===== src/rtl/multicycle_control.sv =====
// multicycle_control: main control FSM sequencing fetch/decode/execute/memory/write-back for the multicycle MIPS datapath
module multicycle_control (
  input  logic       clk,
  input  logic       rst_n,
  input  logic [5:0] opcode,
  input  logic       memReady,
  output logic       pcWrite,
  output logic       pcWriteCond,
  output logic       iorD,
  output logic       memRead,
  output logic       memWrite,
  output logic       irWrite,
  output logic       memToReg,
  output logic       regDst,
  output logic       regWrite,
  output logic       aluSrcA,
  output logic [1:0] aluSrcB,
  output logic [1:0] aluOp,
  output logic [1:0] pcSource,
  output logic       instrDone,
  output logic       illegalOp,
  output logic [3:0] state
);
  localparam logic [5:0] OP_R    = 6'b000000;
  localparam logic [5:0] OP_LW   = 6'b100011;
  localparam logic [5:0] OP_SW   = 6'b101011;
  localparam logic [5:0] OP_BEQ  = 6'b000100;
  localparam logic [5:0] OP_J    = 6'b000010;
  localparam logic [5:0] OP_ADDI = 6'b001000;
  typedef enum logic [3:0] {
    S_RESET    = 4'd0,
    S_FETCH    = 4'd1,
    S_DECODE   = 4'd2,
    S_MEMADDR  = 4'd3,
    S_MEMREAD  = 4'd4,
    S_MEMWB    = 4'd5,
    S_MEMWRITE = 4'd6,
    S_EXECUTE  = 4'd7,
    S_ALUWB    = 4'd8,
    S_BRANCH   = 4'd9,
    S_JUMP     = 4'd10,
    S_ADDIEXEC = 4'd11,
    S_ADDIWB   = 4'd12
  } state_t;
  state_t state_q, state_d;
  assign state = state_q;
  // State register; reset is sampled on the clock edge only
  always_ff @(posedge clk) begin
    state_q <= !rst_n ? S_RESET : state_d;
  end
  // Next-state and control decode of the registered state; memReady only stretches FETCH/MEMREAD/MEMWRITE
  always_comb begin
    state_d     = S_RESET;
    pcWrite     = 1'b0;
    pcWriteCond = 1'b0;
    iorD        = 1'b0;
    memRead     = 1'b0;
    memWrite    = 1'b0;
    irWrite     = 1'b0;
    memToReg    = 1'b0;
    regDst      = 1'b0;
    regWrite    = 1'b0;
    aluSrcA     = 1'b0;
    aluSrcB     = 2'b00;
    aluOp       = 2'b00;
    pcSource    = 2'b00;
    instrDone   = 1'b0;
    illegalOp   = 1'b0;
    case (state_q)
      S_RESET: state_d = S_FETCH;
      S_FETCH: begin
        memRead = 1'b1;
        aluSrcB = 2'b01;
        irWrite = memReady;
        pcWrite = memReady;
        state_d = memReady ? S_DECODE : S_FETCH;
      end
      S_DECODE: begin
        aluSrcB   = 2'b11;
        state_d   = (opcode == OP_LW || opcode == OP_SW) ? S_MEMADDR :
                    (opcode == OP_R)    ? S_EXECUTE  :
                    (opcode == OP_BEQ)  ? S_BRANCH   :
                    (opcode == OP_J)    ? S_JUMP     :
                    (opcode == OP_ADDI) ? S_ADDIEXEC : S_FETCH;
        illegalOp = !(opcode == OP_LW || opcode == OP_SW || opcode == OP_R ||
                      opcode == OP_BEQ || opcode == OP_J || opcode == OP_ADDI);
      end
      S_MEMADDR: begin
        aluSrcA = 1'b1;
        aluSrcB = 2'b10;
        state_d = (opcode == OP_SW) ? S_MEMWRITE : S_MEMREAD;
      end
      S_MEMREAD: begin
        memRead = 1'b1;
        iorD    = 1'b1;
        state_d = memReady ? S_MEMWB : S_MEMREAD;
      end
      S_MEMWB: begin
        regWrite  = 1'b1;
        memToReg  = 1'b1;
        instrDone = 1'b1;
        state_d   = S_FETCH;
      end
      S_MEMWRITE: begin
        memWrite  = 1'b1;
        iorD      = 1'b1;
        instrDone = memReady;
        state_d   = memReady ? S_FETCH : S_MEMWRITE;
      end
      S_EXECUTE: begin
        aluSrcA = 1'b1;
        aluOp   = 2'b10;
        state_d = S_ALUWB;
      end
      S_ALUWB: begin
        regWrite  = 1'b1;
        regDst    = 1'b1;
        instrDone = 1'b1;
        state_d   = S_FETCH;
      end
      S_BRANCH: begin
        aluSrcA     = 1'b1;
        aluOp       = 2'b01;
        pcWriteCond = 1'b1;
        pcSource    = 2'b01;
        instrDone   = 1'b1;
        state_d     = S_FETCH;
      end
      S_JUMP: begin
        pcWrite   = 1'b1;
        pcSource  = 2'b10;
        instrDone = 1'b1;
        state_d   = S_FETCH;
      end
      S_ADDIEXEC: begin
        aluSrcA = 1'b1;
        aluSrcB = 2'b10;
        state_d = S_ADDIWB;
      end
      S_ADDIWB: begin
        regWrite  = 1'b1;
        instrDone = 1'b1;
        state_d   = S_FETCH;
      end
      default: state_d = S_RESET;
    endcase
  end
endmodule


===== config.mk =====
export PLATFORM = sky130hd
export DESIGN_NAME = multicycle_control
export DESIGN_NICKNAME = d
export VERILOG_FILES = /design/src/rtl/multicycle_control.sv
export SDC_FILE = /design/constraint.sdc
export NUM_CORES = 1
export LEC_CHECK = 0
export CAP_MARGIN = 20
export CORE_UTILIZATION = 40
export DETAILED_ROUTE_END_ITERATION = 6
export PLACE_DENSITY = 0.91
export SYNTH_ARGS = -nofsm -noshare
export SYNTH_HDL_FRONTEND = slang
export SYNTH_SLANG_ARGS = --single-unit

===== constraint.sdc =====
create_clock -name clk -period 3.5 [get_ports clk]
set_input_delay 0.35 -clock clk [delete_from_list [all_inputs] [get_ports clk]]
set_output_delay 0.35 -clock clk [all_outputs]
set_load 0.02 [all_outputs]

# Word level (Yosys, flattened, before mapping)
# Index checks and enable logic that the tools add are counted.
# W data, S select, Z words.
[word_totals] output_inout_bits=22 reg_bits=4 input_bits=9 elab_cells=58
[classes] n_reduce_logical=15 n_eq_ne=17 muxes=25
[op_table] cell="$pmux W4 S8" n=1
[op_table] cell="$eq A4 B4 Y1 const B" n=5
[op_table] cell="$mux W4" n=5
[op_table] cell="$eq A4 B3 Y1 const B" n=4
[op_table] cell="$eq A6 B6 Y1 const B" n=2
[op_table] cell="$mux W1" n=11
[op_table] cell="$eq A4 B2 Y1 const B" n=2
[op_table] cell="$pmux W2 S2" n=2
[op_table] cell="$eq A6 B2 Y1 const B" n=1
[op_table] cell="$eq A6 B3 Y1 const B" n=1
[op_table] cell="$eq A6 B4 Y1 const B" n=1
[op_table] cell="$logic_not A6 Y1" n=1
[op_table] cell="$pmux W2 S3" n=1
[op_table] cell="$reduce_or A2 Y1" n=3
[op_table] cell="$reduce_or A6 Y1" n=1
[op_table] cell="$logic_or A1 B1 Y1" n=5
[op_table] cell="$reduce_or A5 Y1" n=1
[op_table] cell="$eq A4 B1 Y1 const B" n=1
[op_table] cell="$logic_not A4 Y1" n=1
[op_table] cell="$mux W2" n=2
[op_table] cell="$pmux W1 S2" n=2
[op_table] cell="$reduce_or A4 Y1" n=1
[op_table] cell="$mux W3" n=1
[op_table] cell="$reduce_or A3 Y1" n=1
[op_table] cell="$logic_not A1 Y1" n=1

# Depth between registers and ports, before layout
[logic_depth] word_depth=8 ltp_mapped=6 mapped_depth_nobuf=4

# Worst setup path before layout
# Ideal clock, no wire load.
[synth_path] path_kind="register -> output" start="reg state_q[1] (netlist: state[1])" end="out aluSrcB[1]" n_path_buf=2 required_time_ps=3150 slack_ps=1708 arrival_ps=1442 path_stages_with_launch=4 path_cell_list="dfxtp_1 buf_2 clkbuf_1 nor3b_1"
[synth_via] elab_chain_len=3 elab_cells_between_ends=6 cone_classes="eq/ne (4); mux (1); reduce/logical (1)"
[synth_rtl] item="from (decl)" line_no="45" text="state_t state_q, state_d;"
[synth_rtl] item="from (signal assigned)" line_no="49" text="state_q <= !rst_n ? S_RESET : state_d;"
[synth_rtl] item="$eq A4 B4 Y1 / $eq A4 B2 Y1 (equally long branches)" line_no="69" text="case (state_q)"
[synth_rtl] item="$reduce_or A2 Y1 (no line)"
[synth_rtl] item="$pmux W2 S3 (*)" line_no="69"
[synth_rtl] item="to (decl)" line_no="17" text="output logic [1:0] aluSrcB,"
# Mark *: on every way between the ends. The rest lies on a longest branch, timed or not.

# Final worst setup path
[layout_path] start="reg state_q[0] (netlist: state[0])" end="out instrDone"
[layout_via] elab_chain_len=3 elab_cells_between_ends=8 cone_classes="eq/ne (6); mux (1); reduce/logical (1)"
[layout_rtl] item="$eq A4 B4 Y1 / $eq A4 B3 Y1 (equally long branches)" line_no="69"
[layout_rtl] item="$reduce_or A5 Y1 (no line)"
[layout_rtl] item="$pmux W1 S2 (*)" line_no="69"
[layout_rtl] item="to (decl)" line_no="20" text="output logic instrDone,"
# Marked as above.

==> impl_metrics.xml <==
<?xml version="1.0" encoding="UTF-8"?>
<metrics>
  <group name="clock_network">
    <metric name="tritoncts" unit="">built</metric>
    <metric name="cts_root_buffer" unit="">sky130_fd_sc_hd__clkbuf_4</metric>
    <metric name="cts.path.max_buffers" unit="">2</metric>
    <metric name="cts_buffers" unit="">3</metric>
    <metric name="clkTransAtPathRegs" unit="ns">0.04</metric>
    <metric name="post-cts-setup-buffer-count" unit="">0</metric>
    <metric name="cts_resized" unit="">0</metric>
    <metric name="clock_sink_count" unit="">4</metric>
    <metric name="htreeDepth" unit="">1</metric>
    <metric name="clk-insertion-delay-late" unit="ns">0.23</metric>
    <metric name="cts_hold_buf" unit="">0</metric>
  </group>
  <group name="sta">
    <metric name="fmax" unit="MHz">408</metric>
    <metric name="rsz0062_at_grt" unit="">no</metric>
    <metric name="finalClockSkew" unit="ns">0.00180</metric>
    <metric name="post-route-period-util" unit="">0.701</metric>
    <metric name="hold_viol_final" unit="">0</metric>
    <metric name="timing.final.max_slew_violations" unit="">0</metric>
    <metric name="tns" unit="ns">0</metric>
    <metric name="setup-violations-final" unit="">0</metric>
    <metric name="worst_slew_margin_rel" unit="">0.557</metric>
    <metric name="timing.final.crit_period" unit="ns">2.45</metric>
    <metric name="worst-slew-pin-transition" unit="ns">0.664</metric>
  </group>
  <group name="synth">
    <metric name="edff_count_synth" unit="">0</metric>
    <metric name="async_reset_ff_frac" unit="">0</metric>
    <metric name="post_synth.cell_area_avg" unit="um2">6.58</metric>
    <metric name="synthCells" unit="">84</metric>
    <metric name="yosys_register_bits" unit="">4</metric>
    <metric name="post_synth_num_cell_types" unit="">35</metric>
    <metric name="ys_seq_area_frac" unit="">0.145</metric>
    <metric name="ys.flop_type" unit="">sky130_fd_sc_hd__dfxtp_1</metric>
    <metric name="post_synth_instance_area" unit="um2">553</metric>
    <metric name="yosysWarnings" unit="">0</metric>
    <metric name="synth_nets" unit="">93</metric>
  </group>
  <group name="layout">
    <metric name="layout_common_cells" unit="">sky130_fd_sc_hd__clkdlybuf4s50_1 (30), sky130_fd_sc_hd__nor2_1 (13), sky130_fd_sc_hd__nor3_1 (8)</metric>
    <metric name="finalCoreUtilization" unit="">0.649</metric>
    <metric name="area_delta_synth_final" unit="%">52.7</metric>
    <metric name="finish.net_count" unit="">120</metric>
    <metric name="layout.cells.most_common" unit="">sky130_fd_sc_hd__clkdlybuf4s50_1</metric>
    <metric name="max_ffs_per_register" unit="">4</metric>
    <metric name="antenna_cells_inserted" unit="">0</metric>
    <metric name="post_route_cells_drive_above_1_share" unit="">0.0826</metric>
  </group>
  <group name="place">
    <metric name="io_buffers" unit="">30</metric>
    <metric name="routabilityCongestion" unit="">0.746</metric>
    <metric name="dpl.hpwl" unit="um">1170</metric>
  </group>
  <group name="route">
    <metric name="firstDrtPassIters" unit="">4</metric>
    <metric name="via_count" unit="">698</metric>
    <metric name="final_antenna_net_count" unit="">0</metric>
    <metric name="detail_route.wirelength" unit="um">1560</metric>
    <metric name="vias_per_cell" unit="">5.63</metric>
    <metric name="drcViolationCount" unit="">0</metric>
    <metric name="avgRoutedWirePerCell" unit="um">12.6</metric>
    <metric name="drt_iter0_markers" unit="">14</metric>
  </group>
  <group name="power">
    <metric name="power.share.clock" unit="">0.309</metric>
    <metric name="netSwitchingPower" unit="mW">0.0618</metric>
    <metric name="netSwitchingFraction" unit="">0.337</metric>
    <metric name="relative_contribution_of_combinational_cells_to_total_power" unit="">0.375</metric>
    <metric name="leakage" unit="nW">0.295</metric>
    <metric name="ir_worst_vdd" unit="mV">0.215</metric>
    <metric name="cell_internal_pwr" unit="mW">0.121</metric>
    <metric name="power.sequential.fraction" unit="">0.316</metric>
    <metric name="p_per_area" unit="nW/um2">217</metric>
  </group>
  <group name="floorplanning">
    <metric name="initial_utilization" unit="">0.425</metric>
    <metric name="ioPinCount" unit="">31</metric>
    <metric name="die_area" unit="um2">1540</metric>
    <metric name="fp.dieH" unit="um">39.2</metric>
    <metric name="rows" unit="">13</metric>
    <metric name="die_w" unit="um">39.2</metric>
    <metric name="design.core.area" unit="um2">1300</metric>
  </group>
  <group name="grt">
    <metric name="grt_util_all_layers" unit="">0.222</metric>
    <metric name="grt_max_degree" unit="">22</metric>
    <metric name="grt_remaining_overflow" unit="">0</metric>
    <metric name="via_count_of_the_first_global_routing_pass" unit="">580</metric>
    <metric name="antenna_found_initial" unit="">0</metric>
    <metric name="first_pass_grt_wire_length" unit="um">2400</metric>
  </group>
  <group name="job">
    <metric name="drv.max_cap_violation_count" unit="">0</metric>
  </group>
  <group name="worst_setup_path">
    <metric name="critPathMaxFanout" unit="">21</metric>
    <metric name="worstPathRequired" unit="ns">3.15</metric>
    <metric name="timing.critical_path.from_type" unit="">flop</metric>
    <metric name="timing.critical_path.arrival" unit="ns">2.10</metric>
    <metric name="cp-end-kind" unit="">output pin</metric>
    <metric name="crit_type" unit="">reg -&gt; out</metric>
  </group>
  <group name="worst_hold_path">
    <metric name="min_path_type" unit="">in -&gt; reg</metric>
  </group>
  <group name="run_status">
    <metric name="result_of_the_run" unit="">finished, final reports clean</metric>
  </group>
</metrics>
## Yosys cell counts (2+ instances only)
library cell               instances  area [um2]
sky130_fd_sc_hd__a21boi_0          2        15.0
sky130_fd_sc_hd__a21oi_1           7        35.0
sky130_fd_sc_hd__buf_2             4        20.0
sky130_fd_sc_hd__buf_4             2        15.0
sky130_fd_sc_hd__dfxtp_1           4        80.1
sky130_fd_sc_hd__inv_1             2        7.51
sky130_fd_sc_hd__nand2_1           5        18.8
sky130_fd_sc_hd__nand2b_1          6        37.5
sky130_fd_sc_hd__nand3_1           3        15.0
sky130_fd_sc_hd__nor2_1           13        48.8
sky130_fd_sc_hd__nor3_1            8        40.0
sky130_fd_sc_hd__o21a_1            2        15.0
sky130_fd_sc_hd__o21ai_0           2        10.0
sky130_fd_sc_hd__o21ai_1           3        15.0
## metrics by stage
step	cells	instance area, um2	hold slack (ns)	worst slack, ns	total power, mW
after floorplan	84	553	0.541	1.71	0.0945
after global placement	121	822	0.810	1.19	0.125
after detailed placement	121	822	0.817	1.12	0.126
after CTS	124	845	0.801	1.07	0.183
after global routing	124	845	0.814	0.897	0.194
final	124	845	0.804	1.05	0.183
## worst max-delay path, cell delays in order (launching register included)
cell and delay (ns):
sky130_fd_sc_hd__dfxtp_1 0.74, sky130_fd_sc_hd__nand2b_1 0.21, sky130_fd_sc_hd__a21boi_0 0.18, sky130_fd_sc_hd__o21ai_1 0.13, sky130_fd_sc_hd__clkdlybuf4s50_1 0.61
## cell type report
type | count | area, um2
Clock buffer | 3 | 22.5
Fill cell | 127 | 457
Inverter | 2 | 7.51
Multi-Input combinational cell | 70 | 415
Sequential cell | 4 | 80.1
Tap cell | 15 | 18.8
Timing Repair Buffer | 30 | 300
## final timing paths
path | start | end | slack, ns | depth (start not counted)
hold reg to reg | state[1]$_SDFF_PN0_ | state[2]$_SDFF_PN0_ | 0.84 | 3
hold / removal | rst_n | state[1]$_SDFF_PN0_ | 0.80 | 3
setup reg to reg | state[1]$_SDFF_PN0_ | state[2]$_SDFF_PN0_ | 1.91 | 4
setup / recovery | state[0]$_SDFF_PN0_ | instrDone | 1.05 | 4
## per-layer routing
layer,track usage,vias up,share of wire
met5,0,-,0
met4,0.0345,0,0
met3,0.0173,0,0.053
met2,0.421,37,0.53
met1,0.270,313,0.42
li1,-,348,-
## power by group through the flow
| stage | Clock (mW) | Sequential (mW) | Combinational (mW) |
|---|---|---|---|
| after floorplan | 0 | 0.0524 | 0.0420 |
| final | 0.0566 | 0.0579 | 0.0687 |
| after detailed placement | 0 | 0.0582 | 0.0683 |
| after CTS | 0.0570 | 0.0576 | 0.0685 |
| after global placement | 0 | 0.0582 | 0.0664 |
| after global routing | 0.0613 | 0.0589 | 0.0740 |
## logic make-up after synthesis
| group | synth area share |
|---|---|
| buffers and inverters | 0.104 |
| AO/OA/AOI/OAI | 0.294 |
| XOR/XNOR | 0.0317 |
| multiplexers | 0.0204 |
| flip-flops | 0.145 |
| AND/OR/NAND/NOR | 0.405 |
No activity file was read; power rests on OpenSTA's default activity.
